[src/rtl/cla8_mp_addsub_seq.sv]
// Multi-precision add/subtract sequencer: one 8-bit carry-lookahead slice is reused
// least-significant byte first, with the inter-slice carry held in a register.

module cla8_adder (
  input  logic [7:0] a,
  input  logic [7:0] b,
  input  logic       cin,
  output logic [7:0] sum,
  output logic       cout
);
  logic [7:0] g, p;
  logic [8:0] c;

  // Returns carries into bits 1..4 of a 4-bit group, all flattened from ci.
  function automatic logic [3:0] cla4(input logic [3:0] gi, input logic [3:0] pi, input logic ci);
    logic [3:0] r;
    r[0] = gi[0] | (pi[0] & ci);
    r[1] = gi[1] | (pi[1] & gi[0]) | (pi[1] & pi[0] & ci);
    r[2] = gi[2] | (pi[2] & gi[1]) | (pi[2] & pi[1] & gi[0]) | (pi[2] & pi[1] & pi[0] & ci);
    r[3] = gi[3] | (pi[3] & gi[2]) | (pi[3] & pi[2] & gi[1]) | (pi[3] & pi[2] & pi[1] & gi[0])
         | (pi[3] & pi[2] & pi[1] & pi[0] & ci);
    return r;
  endfunction

  always_comb begin
    g      = a & b;
    p      = a ^ b;
    c      = '0;
    c[0]   = cin;
    c[4:1] = cla4(g[3:0], p[3:0], cin);
    c[8:5] = cla4(g[7:4], p[7:4], c[4]);
    sum    = p ^ c[7:0];
    cout   = c[8];
  end
endmodule

module cla8_mp_addsub_seq #(
  parameter int BYTES = 4
) (
  input  logic               clk,
  input  logic               rst,
  input  logic               in_valid,
  output logic               in_ready,
  input  logic [8*BYTES-1:0] a,
  input  logic [8*BYTES-1:0] b,
  input  logic               sub,
  input  logic               cin,
  output logic               out_valid,
  input  logic               out_ready,
  output logic [8*BYTES-1:0] sum,
  output logic               cout,
  output logic               ovf
);
  localparam int W  = 8 * BYTES;
  localparam int CW = (BYTES > 1) ? $clog2(BYTES) : 1;
  localparam logic [CW-1:0] LAST = CW'(BYTES - 1);

  localparam logic [1:0] IDLE = 2'd0;
  localparam logic [1:0] RUN  = 2'd1;
  localparam logic [1:0] DONE = 2'd2;

  logic [1:0]    state;
  logic [CW-1:0] cnt;
  logic          carry;
  logic [W-1:0]  a_q, b_q;
  logic [7:0]    a_byte, b_byte, s_byte;
  logic          s_cout;

  assign a_byte = a_q[8*cnt +: 8];
  assign b_byte = b_q[8*cnt +: 8];

  cla8_adder u_slice (
    .a    (a_byte),
    .b    (b_byte),
    .cin  (carry),
    .sum  (s_byte),
    .cout (s_cout)
  );

  assign in_ready  = (state == IDLE);
  assign out_valid = (state == DONE);

  always_ff @(posedge clk) begin
    if (rst) begin
      state <= IDLE;
      cnt   <= '0;
      carry <= 1'b0;
      sum   <= '0;
      cout  <= 1'b0;
      ovf   <= 1'b0;
    end else begin
      case (state)
        IDLE: begin
          if (in_valid) begin
            // Subtraction is A + ~B + ~borrow, so B and the carry-in are inverted once here.
            a_q   <= a;
            b_q   <= sub ? ~b : b;
            carry <= sub ? ~cin : cin;
            cnt   <= '0;
            sum   <= '0;
            state <= RUN;
          end
        end
        RUN: begin
          sum[8*cnt +: 8] <= s_byte;
          carry           <= s_cout;
          if (cnt == LAST) begin
            cout  <= s_cout;
            ovf   <= a_byte[7] ^ b_byte[7] ^ s_byte[7] ^ s_cout;
            state <= DONE;
          end else begin
            cnt <= cnt + CW'(1);
          end
        end
        DONE: begin
          if (out_ready) state <= IDLE;
        end
        default: state <= IDLE;
      endcase
    end
  end
endmodule
[config.mk]
export PLATFORM = sky130hd
export DESIGN_NAME = cla8_mp_addsub_seq
export DESIGN_NICKNAME = d
export VERILOG_FILES = /design/src/rtl/cla8_mp_addsub_seq.sv
export SDC_FILE = /design/constraint.sdc
export NUM_CORES = 1
export LEC_CHECK = 0
export CAP_MARGIN = 15
export CELL_PAD_IN_SITES_DETAIL_PLACEMENT = 1
export CELL_PAD_IN_SITES_GLOBAL_PLACEMENT = 1
export CORE_MARGIN = 1.5
export CORE_UTILIZATION = 43
export CTS_CLUSTER_SIZE = 30
export DETAILED_ROUTE_END_ITERATION = 8
export HOLD_SLACK_MARGIN = 0.1
export PLACE_DENSITY = 0.84
export SETUP_SLACK_MARGIN = 0.02
export SLEW_MARGIN = 20
export SYNTH_ARGS = -nofsm -noshare
export SYNTH_HDL_FRONTEND = slang
export SYNTH_HIERARCHICAL = 1
export SYNTH_SLANG_ARGS = --single-unit
[constraint.sdc]
create_clock -name clk -period 19 [get_ports clk]
set_input_delay 1.9 -clock clk [delete_from_list [all_inputs] [get_ports clk]]
set_output_delay 1.9 -clock clk [all_outputs]
set_load 0.02 [all_outputs]
==> summary.txt <==
Die
  – Die Wd: between 100 and 150 microns
  – I/O pins: around 110
  – Core area: ~0.010 sq mm
  – Row Count: 37
  – Die Y: between 100 and 150 microns
  – DIE AREA: about 0.011 sq mm
  – Initial Utilization: between 40% and 50%

Synthesis
  – XOR/XNOR Fraction of Synth Area: under 10%
  – Netlist cell types: 40
  – Mux contribution to synthesized area: ~9%
  – Async SR Flop Fraction: 0%
  – Synth Area per Inst: 12.9 sq um
  – Post-synth EDFFs: 64
  – Sequential share of the synthesized area: between 50% and 60%
  – Adder-cell share of the synthesized area: under 10%
  – Post-synthesis cell area: 0.00466 sq mm
  – Compound-Gate Fraction of Synth Area: approximately 10%
  – Mapped Nets: roughly 450
  – Post-Synthesis Cells: 360
  – Ys flop type: edfxtp_1
  – Simple-gate area share of the yosys netlist: 7.12%
  – Largest family of logic cells by synthesized area: compound AO/OA/AOI/OAI gates
  – Yosys reg bits: 103
  – Yosys Warn Count: 6

Timing
  – Worst Clk Skew: approximately 0.012 ns
  – Slew Viols, Final: 0
  – Min Tclk post-route: between 3 and 4 ns
  – Fin. Hold Viols: 0
  – RSZ-0062 raised after global routing: false
  – Final setup TNS: 0 ns
  – Slew @ Worst Pin: about 1.1 ns
  – Tcrit/Tclk final: 20.2%
  – Final setup vio count: 0
  – Fmax: 260 MHz
  – Max-Slew Margin vs Limit: 28.3%

Critical path
  – R2r endpoint: ovf
  – Worst r2r src: cnt[0]
  – Worst r2r path cells: 9
  – CP max FO: 46
  – Worst setup SP type: flip-flop
  – Crit path capture type: output port
  – Critical path class: reg2out
  – Worst path required time: 17.10 ns
  – R2R setup slack: 15.36 ns
  – Worst EP arrival: ~2.0 ns

Clock network
  – Post-CTS Repair Setup Buffers: 0
  – CTS tree: built
  – Clock buffer depth: 2
  – Clk root buf: clkbuf_8
  – Clock H-tree levels: 3
  – TritonCTS buffer count: 9
  – Worst-Skew Late Latency: about 0.38 ns
  – CTS sink cnt: a little over 100
  – Clock transition at path regs: ~0.09 ns
  – # resized after CTS: 0
  – Hold buffers post-CTS: 0

Global routing
  – Vias in the first global route: 3385
  – Met3 Use GR: 3.95%
  – GRT Util Overall: about a fifth
  – Pin count of the biggest net entering global routing: 65
  – Initial antenna violation count: 0
  – First-pass GRT wire length: around 17000 microns
  – Met1 usage: around a quarter
  – Busiest grt layer: met2
  – GRT Residual Overflow: 0
  – Met2 Use GR: between 30% and 40%

Cells and area
  – Nets: between 500 and 600
  – Fraction of layout cells with a size suffix above 1: around 9.8%
  – Most frequent cells in the layout: 104 x clkdlybuf4s50_1, 64 x edfxtp_1, 38 x o21ai_0, 38 x dfxtp_1, 37 x a21oi_1
  – Area Growth Syn to Fin: 29.2%
  – Post-layout util: between 50% and 60%
  – FILL cells: 1043
  – Diode count: 0
  – Leading cell type in the layout, fill and taps excluded: clkdlybuf4s50_1

Worst hold path
  – Hold Path Depth: 2
  – Worst hold start: sum[30]
  – Hold EP: sum[30]
  – Hold Path Class: reg2reg

Drt
  – Residual DRC count: 0
  – Post-DR wirelength/cell: around 18 microns
  – Final WL: around 11000 microns
  – Drt first pass iters: 4
  – Via count: 3144
  – Via-per-instance ratio: 5.28
  – Antenna Nets Post-Route: 0
  – DR iter-0 viols: slightly above 90

Place
  – Routability cong.: 0.746
  – Post-detail-place hpwl: approximately 7500 microns
  – Port bufs: between 100 and 150

Flow run
  – Max cap viols: 0

Pwr
  – P per Cell Area: just over 80 mW/mm^2
  – Peak VDD IR: 0.0395 mV
  – Leak: a little over 2 nW

Run status
  – Outcome: finished clean
logic make-up (layout without fill, tap and decap cells):
family,count (synthesis),count (layout)
fa+ha+maj,16,16
flops,103,103
xor+xnor,41,41
compound gates,85,85
buf+inv,36,135
mux,21,21
simple gates,58,58
flip-flops by register name, summed over array words and instances (netlist names):
signal and count:
cnt 2, state 2, carry 1, a_q 32, ovf 1, sum 32
cout 1, b_q 32
worst max-delay path, stage by stage (launching register included):
cell             delay (ns)
dfxtp_1                0.32
buf_4                  0.38
nor2b_1                0.23
clkdlybuf4s50_1        0.63
metrics by stage:
| step | setup slack, ns | cell area (sq um) | power (mW) | hold WS (ns) | instances |
|---|---|---|---|---|---|
| after floorplan | 9.63 | 4660 | 0.305 | 0.549 | 360 |
| after global placement | 15.14 | 5800 | 0.336 | 0.464 | 579 |
| after detailed placement | 15.07 | 5800 | 0.340 | 0.470 | 579 |
| after CTS | 15.13 | 6020 | 0.491 | 0.483 | 595 |
| after global routing | 15.06 | 6020 | 0.506 | 0.507 | 595 |
| final | 15.15 | 6020 | 0.487 | 0.479 | 595 |
worst max path at each step:
stage	startpoint	end	slack [ns]	cells past startpoint
after floorplan	rst	a_q[0]	9.63	2
after global placement	rst	a_q[11]	15.14	4
after detailed placement	rst	a_q[26]	15.07	4
after CTS	state[1]	out_valid	15.13	3
after global routing	state[1]	out_valid	15.06	3
final	state[1]	out_valid	15.15	3
cell type report:
cell class                 instances  area, sq um  area share [%]
sequential                       103         2700            44.9
multi-input combinational        221         1810            30.1
timing repair buffer             109         1080            17.9
tap                              136          170            2.83
clock buffer                       9          124            2.06
clock inverter                     7         95.1            1.58
inverter                          10         37.5           0.624
routing by layer:
metal	up-vias	share of wire, %	routed length, microns
li1	1510	-	-
met1	1529	43	4540
met2	92	51	5430
met3	13	4.5	480
met4	0	1.6	167
met5	-	0	0
cell usage after synthesis, drive strengths merged, types with 3 or more instances:
cell type	count	area, sq um
a21oi	38	194
and2	3	18.8
buf	14	72.6
clkbuf	12	46.3
dfxtp	39	781
edfxtp	64	1920
ha	14	175
inv	10	37.5
mux2i	5	50.1
mux4	16	360
nand2	4	15.0
nand3	34	170
nor2	5	18.8
nor2b	3	18.8
o21ai	38	190
xnor2	5	43.8
xor2	35	307
power breakdown:
group	internal (mW)	switching, mW
clock network	0.0747	0.0777
registers	0.247	0.00613
logic	0.0384	0.0424
total	0.360	0.126
No activity file was read; power rests on OpenSTA's default activity.
==> RTL change, RTL diff (same settings) <==
`BYTES`: 4 -> 2.
--- a/src/rtl/cla8_mp_addsub_seq.sv
+++ b/src/rtl/cla8_mp_addsub_seq.sv
@@ -37,3 +37,3 @@
 module cla8_mp_addsub_seq #(
-  parameter int BYTES = 4
+  parameter int BYTES = 2
 ) (
Ports: changed (resized a, b and sum); port bits go from 106 to 58. The function was not compared with the original's and may differ.
==> RTL change against the unedited design <==
- wire length down 51%
- die area down 43%
- setup slack worse by 0.11 ns
- worst hold slack better by 0.0018 ns
- count of clock-buffer cells in the layout down 4
- sequential cell count down 49
- cell area down 45%
- total power down 44%
- sequential share of layout area down 2.4 points
- area after synthesis down 44%
- first-iteration DRC count down 13%
- critical endpoint unchanged
==> RTL change: results (changes against the unedited design) <==
- Status: finished, final reports clean
- VDD IR max: 0.0489 mV (+24%)
- First-pass GRT wire length: 8.70 mm (-49%)
- Worst Tran Pin Value: 0.916 ns (-0.158 ns)
- DR vias/cell: 5.08 (-3.9%)
- Post-synth EDFFs: 32 (-50%)
- Share of layout cells above drive strength 1: 13.5% (+3.7 points)
- Skew-Pair Late Insertion Delay: 0.31 ns (-0.07 ns)
- CTS Buf Count: 5 (-4)
- Mux cell area share after synthesis: 7.89% (-0.93 points)
- N_diodes: 0 (unchanged)
- Syn. warnings: 6 (unchanged)
- Met3 wire length: 184 um (-62%)
- Residual DRC: 0 (unchanged)
- Top sig layer: met4
- Post-Place Setup Slack: 15.12 ns (+0.0466 ns)
- Sequential area share after synthesis: 54.2% (-3.9 points)
- Hpwl dp: 3.80 mm (-49%)
- Drt total wl: 5.21 mm (-51%)
- Hold EP: sum[14]
- Compound-Gate Fraction of Synth Area: 11.5% (+1.5 points)
- Post-Synth Adder-Cell Area: 5.42% (+0.80 points)
- Number of nets in the layout: 313 (-42%)
- Number of global-route vias before repair: 1866 (-45%)
- FF-to-FF Start: cnt
- Port bufs: 57 (-46%)
- Largest net degree at the start of global routing: 33 (-49%)
- Critical Path Fanout Max: 25 (-46%)
- GRT Overall Usage: 17.6% (-2.2 points)
- Max Root-Sink Buffers: 2 (unchanged)
- Area contributors post-synth: edfxtp_1 (37%), dfxtp_1 (17%), mux2_2 (7.0%)
- WL met2: 2.68 mm (-51%)
- Most instantiated cells after synthesis: edfxtp_1 (32), dfxtp_1 (22), xor2_1 (19), a21oi_1 (18), mux2_2 (16)
- DRT iter0 DRCs: 79 (-13%)
- Hold path start: sum[14]
- H-Tree Depth: 2 (-1)
- Largest regs: a_q (16), b_q (16), sum (16)
- Crit path DAT: 2.05 ns (+0.10 ns)
- Fin Clk Skew: 0.00723 ns (-0.00496 ns)
- GP Congestion: 0.742 (-0.52%)
- Post-Synthesis Net Count: 260 (-42%)
- Yosys cell types: 34 (-15%)
- Reg2Reg Setup Slack: 15.78 ns (+0.42 ns)
- Leak: 0.00114 uW (-44%)
- Post-synthesis xor/xnor area fraction: 8.81% (+0.80 points)
- WL met1: 2.32 mm (-49%)
[RTL change: cell count changes after synthesis, sizes merged, moves of 17 or more]
cell and change:
a21oi -19, nand3 -24, dfxtp -17, edfxtp -32
o21ai -27
[RTL change: metal layers]
layer  GRT usage (%)  vias to the layer above
li1                -                      862
met1            22.1                      819
met2            31.3                       46
met3            3.41                        4
met4            3.62                        0
met5               0                        -
[RTL change: worst max-delay path, cell delays in order, from the launching register on]
cell and delay (ns):
dfxtp_1 0.89, nor2b_1 0.24, clkdlybuf4s50_1 0.62
[RTL change: how the worst max path moves through the flow]
stage	from	endpoint	slack (ns)	depth (start not counted)
2_1_floorplan	in_valid	a_q[0]	13.48	2
3_3_place_gp	rst	a_q[1]	15.18	3
4_1_cts	state[1]	out_valid	15.02	2
6_report	state[1]	out_valid	15.05	2
5_1_grt	state[1]	out_valid	14.93	2
3_5_place_dp	rst	a_q[9]	15.12	3
[RTL change: power by group]
group | internal, uW | leakage, uW | total [uW] | switching (uW)
Combinational | 28.8 | 0.000613 | 57.7 | 28.9
Clock | 39.4 | 0.0000547 | 77.5 | 38.1
Sequential | 131 | 0.000476 | 137 | 5.27
[RTL change: logic make-up after synthesis]
group,after synthesis
xor+xnor,26
compound gates,47
buf+inv,19
flops,54
mux,18
fa+ha+maj,10
simple gates,38
[RTL change: cell type report]
cell class                      instances  area, um2
Multi-Input combinational cell        139       1080
Inverter                                6       22.5
Sequential cell                        54       1400
Timing Repair Buffer                   59        586
Clock inverter                          3       43.8
Clock buffer                            5       68.8
Tap cell                               75       93.8
Fill cell                             618       2560
[RTL change: metrics by stage]
step	utilization [%]	hold slack [ns]	power, uW	area, um2	std cells
6_report	56.3	0.481	272	3290	341
3_5_place_dp	54.4	0.471	197	3180	333
5_1_grt	56.3	0.517	285	3290	341
3_3_place_gp	54.4	0.469	194	3180	333
4_1_cts	56.3	0.485	275	3290	341
2_1_floorplan	-	0.531	176	2590	212
